--- src/rtl/instr_word_decoder.sv ---
// Instruction word stream decoder: splits opcode/AM/operand and fuses the
// two-word extended form into one decoded instruction held in a single output slot.
module instr_word_decoder #(
    parameter int CNT_W = 8
) (
    input  logic             clk,
    input  logic             reset,
    input  logic             flush,
    input  logic             in_valid,
    output logic             in_ready,
    input  logic [15:0]      in_word,
    output logic             out_valid,
    input  logic             out_ready,
    output logic [2:0]       out_opcode,
    output logic             out_am,
    output logic [15:0]      out_operand,
    output logic             out_illegal,
    output logic [CNT_W-1:0] instr_count
);

    typedef enum logic {
        S_OP  = 1'b0,
        S_IMM = 1'b1
    } state_t;

    state_t      state, state_nxt;
    logic [2:0]  hold_op;
    logic        hold_am;

    logic        accept;
    logic        handoff;
    logic        load;
    logic        hold_en;
    logic [2:0]  ld_op;
    logic        ld_am;
    logic [15:0] ld_operand;

    // Slot space exists when it is empty or being drained this cycle.
    assign in_ready = !flush && (!out_valid || out_ready);
    assign accept   = in_valid && in_ready;
    assign handoff  = out_valid && out_ready;

    always_comb begin
        state_nxt  = state;
        load       = 1'b0;
        hold_en    = 1'b0;
        ld_op      = in_word[15:13];
        ld_am      = in_word[12];
        ld_operand = {{4{in_word[11]}}, in_word[11:0]};
        case (state)
            S_OP: begin
                if (accept) begin
                    if (in_word[12]) begin
                        hold_en   = 1'b1;
                        state_nxt = S_IMM;
                    end else begin
                        load = 1'b1;
                    end
                end
            end
            S_IMM: begin
                // Extension word: the whole word is operand, upper bits not decoded.
                if (accept) begin
                    load       = 1'b1;
                    ld_op      = hold_op;
                    ld_am      = hold_am;
                    ld_operand = in_word;
                    state_nxt  = S_OP;
                end
            end
            default: state_nxt = S_OP;
        endcase
        if (flush) state_nxt = S_OP;
    end

    always_ff @(posedge clk or posedge reset) begin
        if (reset) begin
            state <= S_OP;
        end else begin
            state <= state_nxt;
        end
    end

    always_ff @(posedge clk or posedge reset) begin
        if (reset) begin
            hold_op <= 3'd0;
            hold_am <= 1'b0;
        end else if (flush) begin
            hold_op <= 3'd0;
            hold_am <= 1'b0;
        end else if (hold_en) begin
            hold_op <= in_word[15:13];
            hold_am <= in_word[12];
        end
    end

    always_ff @(posedge clk or posedge reset) begin
        if (reset) begin
            out_valid   <= 1'b0;
            out_opcode  <= 3'd0;
            out_am      <= 1'b0;
            out_operand <= 16'd0;
            out_illegal <= 1'b0;
        end else if (flush) begin
            out_valid   <= 1'b0;
            out_opcode  <= 3'd0;
            out_am      <= 1'b0;
            out_operand <= 16'd0;
            out_illegal <= 1'b0;
        end else if (load) begin
            out_valid   <= 1'b1;
            out_opcode  <= ld_op;
            out_am      <= ld_am;
            out_operand <= ld_operand;
            out_illegal <= (ld_op == 3'b111) && ld_am;
        end else if (handoff) begin
            out_valid <= 1'b0;
        end
    end

    // Counts every hand-off, including one that coincides with a flush.
    always_ff @(posedge clk or posedge reset) begin
        if (reset) begin
            instr_count <= '0;
        end else if (handoff) begin
            instr_count <= instr_count + 1'b1;
        end
    end

endmodule

--- config.mk ---
export PLATFORM = sky130hd
export DESIGN_NAME = instr_word_decoder
export DESIGN_NICKNAME = d
export VERILOG_FILES = /design/src/rtl/instr_word_decoder.sv
export SDC_FILE = /design/constraint.sdc
export NUM_CORES = 1
export LEC_CHECK = 0
export ABC_AREA = 1
export BUFFER_PORTS_ARGS = -buffer_cell sky130_fd_sc_hd__buf_2
export CORE_MARGIN = 3
export CORE_UTILIZATION = 49
export CTS_BUF_LIST = sky130_fd_sc_hd__clkbuf_16
export CTS_CLUSTER_SIZE = 8
export DETAILED_ROUTE_END_ITERATION = 10
export PLACE_DENSITY = 0.74
export SKIP_CTS_REPAIR_TIMING = 1
export SYNTH_ARGS = -nofsm -noshare
export SYNTH_HDL_FRONTEND = slang
export SYNTH_SLANG_ARGS = --single-unit
--- constraint.sdc ---
create_clock -name clk -period 1.7 [get_ports clk]
set_input_delay 0.17 -clock clk [delete_from_list [all_inputs] [get_ports clk]]
set_output_delay 0.17 -clock clk [all_outputs]
set_load 0.01 [all_outputs]
==> metrics.md <==
| Metric | Value |
|---|---|
| Height of the die | `61.9 µm` |
| R2r setup slk | `0.22 ns` |
| Vias in the first global route | `1177` |
| Compound-Gate Fraction of Synth Area | `0.0687` |
| Commonest non-fill, non-tap cells in the layout | `nand2_1, buf_2, dfrtp_1` |
| CP Capture Type | `flop` |
| Clock sink total | `35` |
| Final setup fails | `0` |
| CP required | `1.91 ns` |
| Syn avg cell area | `9.21 µm²` |
| Number of DRC markers in iteration 0 | `45` |
| Clock Pin Slew Worst Setup and Hold Paths | `0.05 ns` |
| Nets@finish | `244` |
| Failing checks | `hold timing` |
| FP Rows | `19` |
| ANT cells | `0` |
| Largest net degree at the start of global routing | `22` |
| Slowest stage delay, CP | `0.43 ns` |
| Core area | `2850 µm²` |
| Clk buf depth | `2` |
| Die area | `3830 µm²` |
| Total Power | `2.23 mW` |
| Top Ports | `52` |
| Status | `finished, violations left` |
| PortBufs | `51` |
| Die Span X | `61.9 µm` |
| Unrepaired setup endpoints after global routing | `false` |
| Layout fillers | `252` |
| Final Cycle Share | `0.870` |
| GP Congestion | `0.872` |
| First-pass GRT wire length | `5080 µm` |
| Max VDD drop | `685 µV` |
| FF+latch count, synth | `35` |
| Vias | `1263` |
| Leak | `1.14 nW` |
| Final Hold Viols | `14` |
| Worst slew pin tran | `0.620 ns` |
| ANT nets after route | `0` |
| CP top delay family | `simple AND/OR/NAND/NOR gates` |
| Routed WL | `3250 µm` |
| Multi-input gate area | `541 µm²` |
| Layout cell share with drive strength beyond 1 | `0.311` |
| Critical register-to-register path startpoint | `out_valid` |
| Layout Cells excl Fill | `253` |
| DRC | `0` |
| Area growth syn-to-layout | `26.0%` |
| Cell variety after synth | `23` |
| Gr ovfl total | `0` |
| Storage element area | `876 µm²` |
| Crit-path cells | `nand2_1, nand4_1, o21ai_1, nand4_1, nand2_1` |
| Commonest non-fill, non-tap cell in the layout | `nand2_1` |
| Post-Synth Adder-Cell Area | `0.00818` |
| DR WL/cell | `12.9 µm` |
| Post-synth net total | `188` |
| Worst path bufs/invs | `0` |
| Max_cap viols | `0` |
| Detail Placement HPWL | `2390 µm` |
| Slew headroom | `0.587` |
| Clock latency on the worst-skew pair | `0.27 ns` |
| F_max | `676 MHz` |
| Critical path's slowest cell | `dfrtp_1` |
| Clock Tree Root | `clkbuf_16` |
| Yosys warning count | `0` |
| H-tree levels | `2` |
| Pins Over Slew Limit | `0` |
| Placed insts | `246` |
| Reg-to-Reg End | `out_illegal` |
| Largest family of logic cells by synthesized area | `simple AND/OR/NAND/NOR gates` |
| Sequential-to-total area share from yosys stat | `0.573` |
| Overall routing resource usage | `0.186` |
| Simple logic cell fraction of the synthesized area | `0.236` |
| Initial antenna violation count | `0` |
| DP Area | `1790 µm²` |
| Crit start category | `flop` |
| CTS buffer count | `5` |
| Post-route minimum period | `1.48 ns` |
| Final instance area | `1930 µm²` |
| WHS | `-0.0294 ns` |
| Final setup TNS | `0 ns` |
| Power per cell area | `1150 nW/µm²` |
| Synthesized area | `1530 µm²` |
| Via-to-Cell Ratio | `4.99` |
| Starting density of the core | `0.536` |
| CTS tree | `built` |
| Critical path type | `reg -> reg` |
| Gate Count Post-Synth | `166` |
| Worst min path class | `in -> async` |
| Mux share of post-synthesis cell area | `0` |
| R2R depth | `5` |
| Crit path DAT | `1.69 ns` |
| First-pass DRT Iterations | `4` |
| Post-synthesis xor/xnor area fraction | `0.0401` |
| Clk_skew | `0.00443 ns` |
| CP max FO | `11` |
## cell families after synthesis
kind of cell	after synthesis
AO/OA/AOI/OAI	15
adder cells (fa/ha/maj)	1
flip-flops	35
AND/OR/NAND/NOR	87
buffers and inverters	21
XOR/XNOR	7
## through the flow
step / util / worst slack, ns
floorplan: - / 0.355
global placement: 0.629 / 0.342
detailed placement: 0.629 / 0.261
CTS: 0.675 / 0.238
global route: 0.675 / 0.0890
finish: 0.675 / 0.222
## power breakdown
group	internal, mW	total (mW)	switching, mW
registers	0.937	1.02	0.0779
logic	0.163	0.394	0.231
clock network	0.524	0.816	0.292
total	1.62	2.23	0.601
## cell usage after synthesis (all sizes together)
cell type | number | area share
nor3 | 1 | 0.0065
o22ai | 2 | 0.0082
o21bai | 1 | 0.0049
nor2 | 3 | 0.012
xor2 | 4 | 0.023
nand3 | 2 | 0.0065
ha | 1 | 0.0082
nand2 | 76 | 0.19
o21ai | 8 | 0.026
buf | 5 | 0.034
dfrtp | 35 | 0.57
inv | 16 | 0.039
a211oi | 1 | 0.0049
xnor2 | 3 | 0.017
nand3b | 1 | 0.0049
a21oi | 3 | 0.025
nand4 | 4 | 0.016
## routing by layer
| metal | vias up | routed length, µm | share of wire | global-route usage |
|---|---|---|---|---|
| met5 | - | 0 | 0 | 0 |
| li1 | 627 | - | - | - |
| met1 | 585 | 1380 | 0.43 | 0.213 |
| met2 | 42 | 1630 | 0.50 | 0.320 |
| met4 | 0 | 49 | 0.015 | 0.0758 |
| met3 | 9 | 192 | 0.059 | 0.0620 |
## flip-flops by register name (all words and copies together), names as in the netlist
signal	cells
out_operand	16
out_am	1
out_valid	1
instr_count	8
state	1
hold_am	1
out_opcode	3
hold_op	3
out_illegal	1
## layout make-up
class                   instances  area share
clock buffers                   5      0.0649
clock inverters                 2     0.00455
inverters                      16      0.0312
multi-input cells             110       0.281
flip-flops and latches         35       0.455
well taps                      31      0.0201
repair buffers                 54       0.144
## worst max-delay path by stage
stage	start	endpoint	slack (ns)	depth (start not counted)
2_1_floorplan	out_valid	out_operand[12]	0.36	7
3_3_place_gp	out_valid	out_operand[12]	0.34	6
3_5_place_dp	out_valid	out_illegal	0.26	5
4_1_cts	out_valid	out_illegal	0.24	5
5_1_grt	out_valid	out_operand[12]	0.09	6
6_report	out_valid	out_illegal	0.22	5
(Power assumes the default switching activity.)
